===== src/rtl/mul_div_sequencer.sv =====
// Multi-cycle MULTU/DIVU/MTHI/MTLO sequencer that owns the architectural HI/LO registers.
// Latency: MULTU/DIVU commit HI/LO WIDTH edges after Start, Done follows; MTHI/MTLO and DIVU-by-zero commit at the Start edge.
// Backpressure: Busy is high while iterating; Start is ignored outside IDLE, with no queueing.
module mul_div_sequencer #(
    parameter int WIDTH = 32
) (
    input  logic             clk,
    input  logic             reset,
    input  logic             Start,
    input  logic [5:0]       ALUFunction,
    input  logic [WIDTH-1:0] RsData,
    input  logic [WIDTH-1:0] RtData,
    output logic             Busy,
    output logic             Done,
    output logic             DivByZero,
    output logic [WIDTH-1:0] HI,
    output logic [WIDTH-1:0] LO
);

    localparam logic [5:0] F_MULTU = 6'b011001;
    localparam logic [5:0] F_DIVU  = 6'b011011;
    localparam logic [5:0] F_MTHI  = 6'b010001;
    localparam logic [5:0] F_MTLO  = 6'b010011;
    localparam int         CW      = $clog2(WIDTH);

    typedef enum logic [1:0] {IDLE, MUL, DIV, DONE} state_t;

    state_t           state, state_nxt;
    logic [WIDTH-1:0] a_reg;      // multiplicand
    logic [WIDTH-1:0] p_hi, p_lo; // partial product; p_lo also shifts out the multiplier
    logic [WIDTH-1:0] r_reg;      // partial remainder
    logic [WIDTH-1:0] q_reg;      // dividend shifting out / quotient shifting in
    logic [WIDTH-1:0] d_reg;      // divisor
    logic [CW-1:0]    cnt;
    logic             dbz_flag;   // the pending DONE came from a divide by zero

    logic             last_iter;
    logic [WIDTH:0]   mul_sum;
    logic [WIDTH-1:0] p_hi_nxt, p_lo_nxt;
    logic [WIDTH:0]   div_s, div_diff;
    logic [WIDTH-1:0] r_nxt, q_nxt;

    assign last_iter = (cnt == CW'(WIDTH - 1));

    assign Busy      = (state == MUL) || (state == DIV);
    assign Done      = (state == DONE);
    assign DivByZero = (state == DONE) && dbz_flag;

    // One shift-add multiply step and one restoring divide step.
    always_comb begin
        mul_sum  = p_lo[0] ? ({1'b0, p_hi} + {1'b0, a_reg}) : {1'b0, p_hi};
        p_hi_nxt = mul_sum[WIDTH:1];
        p_lo_nxt = {mul_sum[0], p_lo[WIDTH-1:1]};

        div_s    = {r_reg, q_reg[WIDTH-1]};
        div_diff = div_s - {1'b0, d_reg};
        if (!div_diff[WIDTH]) begin
            r_nxt = div_diff[WIDTH-1:0];
            q_nxt = {q_reg[WIDTH-2:0], 1'b1};
        end else begin
            r_nxt = div_s[WIDTH-1:0];
            q_nxt = {q_reg[WIDTH-2:0], 1'b0};
        end
    end

    // State register.
    always_ff @(posedge clk or posedge reset) begin
        if (reset) state <= IDLE;
        else       state <= state_nxt;
    end

    // Next-state decode; only IDLE looks at Start.
    always_comb begin
        state_nxt = state;
        case (state)
            IDLE: begin
                if (Start && ALUFunction == F_MULTU) begin
                    state_nxt = MUL;
                end else if (Start && ALUFunction == F_DIVU) begin
                    state_nxt = (RtData == '0) ? DONE : DIV;
                end
            end
            MUL:     if (last_iter) state_nxt = DONE;
            DIV:     if (last_iter) state_nxt = DONE;
            DONE:    state_nxt = IDLE;
            default: state_nxt = IDLE;
        endcase
    end

    // Working registers, iteration counter and HI/LO; HI/LO only change at commit points.
    always_ff @(posedge clk or posedge reset) begin
        if (reset) begin
            a_reg    <= '0;
            p_hi     <= '0;
            p_lo     <= '0;
            r_reg    <= '0;
            q_reg    <= '0;
            d_reg    <= '0;
            cnt      <= '0;
            dbz_flag <= 1'b0;
            HI       <= '0;
            LO       <= '0;
        end else begin
            case (state)
                IDLE: begin
                    if (Start) begin
                        case (ALUFunction)
                            F_MULTU: begin
                                a_reg <= RsData;
                                p_hi  <= '0;
                                p_lo  <= RtData;
                                cnt   <= '0;
                            end
                            F_DIVU: begin
                                if (RtData == '0) begin
                                    HI       <= RsData;
                                    LO       <= '1;
                                    dbz_flag <= 1'b1;
                                end else begin
                                    r_reg <= '0;
                                    q_reg <= RsData;
                                    d_reg <= RtData;
                                    cnt   <= '0;
                                end
                            end
                            F_MTHI:  HI <= RsData;
                            F_MTLO:  LO <= RsData;
                            default: ;
                        endcase
                    end
                end
                MUL: begin
                    p_hi <= p_hi_nxt;
                    p_lo <= p_lo_nxt;
                    cnt  <= cnt + CW'(1);
                    if (last_iter) begin
                        HI <= p_hi_nxt;
                        LO <= p_lo_nxt;
                    end
                end
                DIV: begin
                    r_reg <= r_nxt;
                    q_reg <= q_nxt;
                    cnt   <= cnt + CW'(1);
                    if (last_iter) begin
                        HI <= r_nxt;
                        LO <= q_nxt;
                    end
                end
                DONE:    dbz_flag <= 1'b0;
                default: ;
            endcase
        end
    end

endmodule


===== config.mk =====
export PLATFORM = sky130hd
export DESIGN_NAME = mul_div_sequencer
export DESIGN_NICKNAME = d
export VERILOG_FILES = /design/src/rtl/mul_div_sequencer.sv
export SDC_FILE = /design/constraint.sdc
export NUM_CORES = 1
export LEC_CHECK = 0
export ABC_CLOCK_PERIOD_IN_PS = 16000
export CAP_MARGIN = 20
export CORE_ASPECT_RATIO = 0.5
export CORE_MARGIN = 2
export CORE_UTILIZATION = 55
export CTS_BUF_LIST = sky130_fd_sc_hd__clkbuf_2
export DETAILED_ROUTE_END_ITERATION = 8
export GPL_TIMING_DRIVEN = 0
export PLACE_DENSITY = 0.84
export SLEW_MARGIN = 20
export SYNTH_ARGS = -nofsm -noshare
export SYNTH_HDL_FRONTEND = slang
export SYNTH_SLANG_ARGS = --single-unit

===== constraint.sdc =====
create_clock -name clk -period 16 [get_ports clk]
set_input_delay 3.2 -clock clk [delete_from_list [all_inputs] [get_ports clk]]
set_output_delay 3.2 -clock clk [all_outputs]
set_load 0.03 [all_outputs]

## Word level (Yosys, flattened, before mapping)

Cells that the tools add are included.

- Logic and storage cells: 100
- Register bits after elaboration: 264
- Output and inout bits: 67
- Bits of input ports: 73

- Reduce and logical (&&, ||, !) cells: 21
- Multiplexer cells: 42
- Equal/unequal tests: 22
- $add $sub $neg: 3
- Bitwise operators: 1

Operator list:

| kind | count |
|---|---|
| 32-bit two-way mux | 19 |
| 32-bit case mux with 2 select lines | 6 |
| 32-bit case mux with 3 select lines | 2 |
| 32-bit by 32-bit adder with 33-bit output | 1 |
| 33-bit two-way mux | 1 |
| 33-bit by 32-bit subtractor with 33-bit output | 1 |
| 32-bit logical NOT | 1 |
| 6-bit by 5-bit equality test with 1-bit output, second input constant | 4 |
| 5-bit case mux with 2 select lines | 2 |
| 4-bit AND reduction | 4 |
| 2-bit != test, second input constant | 7 |
| 3-bit != test, second input constant | 4 |
| 6-bit AND reduction | 2 |
| 5-bit two-way mux | 2 |
| 2-bit nonzero test | 4 |
| 2-bit two-way mux | 3 |
| 3-bit by 2-bit != test with 1-bit output, second input constant | 2 |
| 2-bit case mux with 3 select lines | 1 |
| 3-bit AND reduction | 2 |
| 5-bit by 1-bit adder with 5-bit output, second input constant | 1 |
| 5-bit equality test, second input constant | 1 |
| 1-bit two-way mux | 5 |
| 2-bit equality test, second input constant | 2 |
| 1-bit logical AND | 3 |
| 9 further kinds | 9 |

## Depth between registers and ports, before layout

- Word-level depth: 5
- Depth in mapped cells: 16
- Gate-level depth less buffers: 14

## Worst setup path before layout

No wires, ideal clock.

- Path type: input to register
- Start: input port RtData[13]
- End: register HI[10]
- Buffers on the path: 1
- Data required time: 15.852 ns
- Stages: 10
- Setup time: 0.148 ns
- Arrival: 5.315 ns
- Path slack: 10.537 ns
- Cell sequence: nor4_1 nand4_1 or2_2 inv_1 and3_1 o21ai_0 a21oi_1 and2_0 buf_1 a31oi_2

- Longest elaborated chain between the ends: 3

RTL lines:

| item | RTL line | text |
|---|---|---|
| start: declaration | 12 | `input logic [WIDTH-1:0] RtData,` |
| 32-bit logical NOT | 115 | `if (RtData == '0) begin` |
| 3-bit != test (no line) | n/a |  |
| 6-bit AND reduction (no line) | n/a |  |
| end signal: assignment | 116 | `HI <= RsData;` |
| end signal: assignment | 126 | `F_MTHI: HI <= RsData;` |
| end signal: assignment | 137 | `HI <= p_hi_nxt;` |
| end: declaration | 16 | `output logic [WIDTH-1:0] HI,` |

Every way passes these cells.
A chain may end at the register's enable or synchronous reset.

## Final worst setup path

- Start: input port RtData[5]
- End: register LO[31]

- Longest elaborated chain between the ends: 3

RTL lines:

| item | RTL line | text |
|---|---|---|
| 32-bit logical NOT | 115 |  |
| 3-bit != test (no line) | n/a |  |
| 6-bit AND reduction (no line) | n/a |  |
| end signal: assignment | 127 | `F_MTLO: LO <= RsData;` |
| end signal: assignment | 138 | `LO <= p_lo_nxt;` |
| end signal: assignment | 147 | `LO <= q_nxt;` |
| end: declaration | 17 | `output logic [WIDTH-1:0] LO` |

Every way passes these cells.

==> flow_summary.toml <==
[place]
dpl.hpwl_um = 39100
place.gp.congestion = 0.964
numPortBuffers = 139
place_inst = 2232

[clocking]
numCtsBuffers = 60
clockBufferDepth = 3
cts.htree.levels = 2
cts_tree = "yes"
cts_root_buffer = "clkbuf_2"
cts_resized = 0
postCtsSetupRepairBufs = 0
clock-sinks = 264
clk_pin_slew_worst_paths_ns = 0.11
hold_buffers = 0
insertion_delay_ns = 0.99

[detailed_routing]
via_count = 14500
wl_um = 51500
drcViolationCount = 0
vias_per_cell = 6.20
ant_nets = 0
drt_iter0_drc = 2115
first_pass_iters = 6
routedWlPerCell_um = 22.0

[die]
core-area_sq_mm = 0.0279
ios = 140
start_util = 0.565
die_w_um = 243
die_y_um = 124
rows = 43
die_area_sq_mm = 0.0301

[yosys]
synth_compound_area_frac = 0.194
synthSimpleGateAreaFrac = 0.123
synth_top_area_cell = "dfrtp_1"
synthXorXnorAreaFrac = 0.0310
synth_top_area_share = 0.419
synth_area_sq_mm = 0.0158
seq_area_frac_synth = 0.419
synth.distinct_cells = 67
ys.flop_type = "dfrtp_1"
synth_edf_count = 0
synthTopCellsByCount = "dfrtp_1, nand2_1, o21ai_0"
syn_inst = 1709
synthTopCellsByArea = "dfrtp_1, mux2_2, nand2_1"
synth_top_family_by_area = "compound AO/OA/AOI/OAI gates"
synth_area_per_cell_sq_um = 9.23
ys_warn_count = 0
synthesis.nets = 1855
synthMuxAreaShare = 0.135
async_flop_share = 1.00
synth_most_common_cell = "dfrtp_1"
yosys_register_bits = 264
synth_fa_ha_area_frac = 0.0589

[sta]
slew_violations = 0
holdWs_ns = 0.499
post-route-period-util = 0.439
slew_headroom = 0.271
max_freq_mhz = 142
finalSetupViolations = 0
hold_violations = 0
finalCriticalPeriod_ns = 7.03
skew_ns = 0.0903
tns_ns = 0
worst_slew_pin_slew_ns = 1.09
rsz0062_at_grt = "false"

[finish]
final_util = 0.654
area_growth_pct = 15.9
drive_gt1_frac = 0.128
final_nets = 2058
layoutNonFillerInstCount = 2345

[global_route]
antenna_found_initial = 2
grt_usage = 0.344
overflow = 0
grt_max_degree = 97
grt_pass1_vias = 13700
grt_pass1_wl_um = 78900

[worst_setup_path]
crit_path_max_fanout = 10
cpPeakStageDelay_ns = 0.81
crit_path_end_kind = "register"
crit_required_ns = 16.90
crit_family = "simple AND/OR/NAND/NOR gates"
slowest_stage = "clkbuf_1"
cp_cell_sequence = "clkdlybuf4s50_1 > nor4_1 > nand4_1 > or2_2 > a21oi_1 > nor2_1 > nor2_1 > clkbuf_1 > clkbuf_1 > o221ai_1 > o21ai_0"
arrival_ns = 7.93
worst-setup-path-type = "in -> reg"
crit_buf_inv = 3
start_kind = "input pin"

[power]
irDropWorstVdd_mv = 0.171
p_int_mw = 2.17
combPwrFrac = 0.651
clkPwrFrac = 0.105
p_seq_frac = 0.244
power.density_mw_per_mm2 = 243
p_sw_frac = 0.511
power.static_leakage_nw = 8.30
total_power_mw = 4.44
switchingPower_mw = 2.27

[status]
status = "completed"

[run]
maxCapViolCount = 0

[hold_path]
min_path_type = "reg -> reg"
## kinds of logic after synthesis
| logic type | Yosys count |
|---|---|
| xor+xnor | 55 |
| flops | 264 |
| mux | 196 |
| fa+ha+maj | 73 |
| buf+inv | 161 |
| compound gates | 501 |
| simple gates | 459 |
## placed cells by master (no fill, tap or decap), types with 26 or more instances in the layout
cell type and count:
ha_1 71, mux2i_1 64, a21o_1 44, nand2_1 260
a22oi_1 32, a31oi_1 33, xnor2_1 28, clkbuf_1 85
mux2_2 126, xor2_1 26, o21ai_0 190, clkbuf_2 94
nor2_1 109, inv_1 60, clkdlybuf4s50_1 139, dfrtp_1 264
a21oi_1 106
## per-layer routing
layer / share of wire / global-route usage / vias up
met5: 0.00043 / 0 / -
met4: 0.034 / 0.120 / 2
met3: 0.12 / 0.106 / 138
met2: 0.41 / 0.500 / 881
met1: 0.43 / 0.487 / 6985
li1: - / - / 6532
## worst register-to-register path: cells and delay by family, from the launching register on
| kind | cells | cell delay, ns |
|---|---|---|
| AOI/OAI and AO/OA | 7 | 1.70 |
| xor gates and xnor gates | 1 | 0.15 |
| adders and majority gates | 2 | 0.70 |
| buffers and inverters | 4 | 0.58 |
| DFF | 1 | 0.45 |
| muxes | 1 | 0.35 |
| and+or+nand+nor | 1 | 0.20 |
## final timing paths
path,start,end,slack [ns],depth (start not counted)
setup / recovery,RtData[5],LO[31]$_DFFE_PP0P_,8.97,11
hold / removal,cnt[4]$_DFFE_PP0P_,cnt[4]$_DFFE_PP0P_,0.50,2
setup reg to reg,q_reg[31]$_DFFE_PP0P_,HI[8]$_DFFE_PP0P_,11.73,16
hold reg to reg,cnt[4]$_DFFE_PP0P_,cnt[4]$_DFFE_PP0P_,0.50,2
max in group asynchronous,reset,q_reg[27]$_DFFE_PP0P_,12.35,3
min in group asynchronous,reset,a_reg[21]$_DFFE_PP0P_,2.69,2
## cell type report
class / count / area (sq um)
buffer: 100 / 397
sequential: 264 / 6610
clock inverter: 17 / 92.6
tap: 382 / 478
multi-input combinational: 1284 / 8540
inverter: 61 / 236
fill: 2279 / 9650
antenna: 2 / 5.00
timing repair buffer: 141 / 1450
clock buffer: 94 / 470
## through the flow
stage / cell area [sq um] / setup slack (ns)
floorplan: 15800 / 5.53
global placement: 17600 / 2.10
detailed placement: 17700 / 8.39
CTS: 18300 / 9.41
global route: 18300 / 8.98
finish: 18300 / 8.97
## power by group through the flow
stage	Combinational (mW)	Clock [mW]	Sequential, mW
floorplan	1.78	0	1.19
global placement	2.74	0	1.08
detailed placement	2.79	0	1.09
CTS	2.80	0.466	1.08
global route	3.08	0.504	1.10
finish	2.89	0.466	1.08
Power figures use the tool's default switching activity.
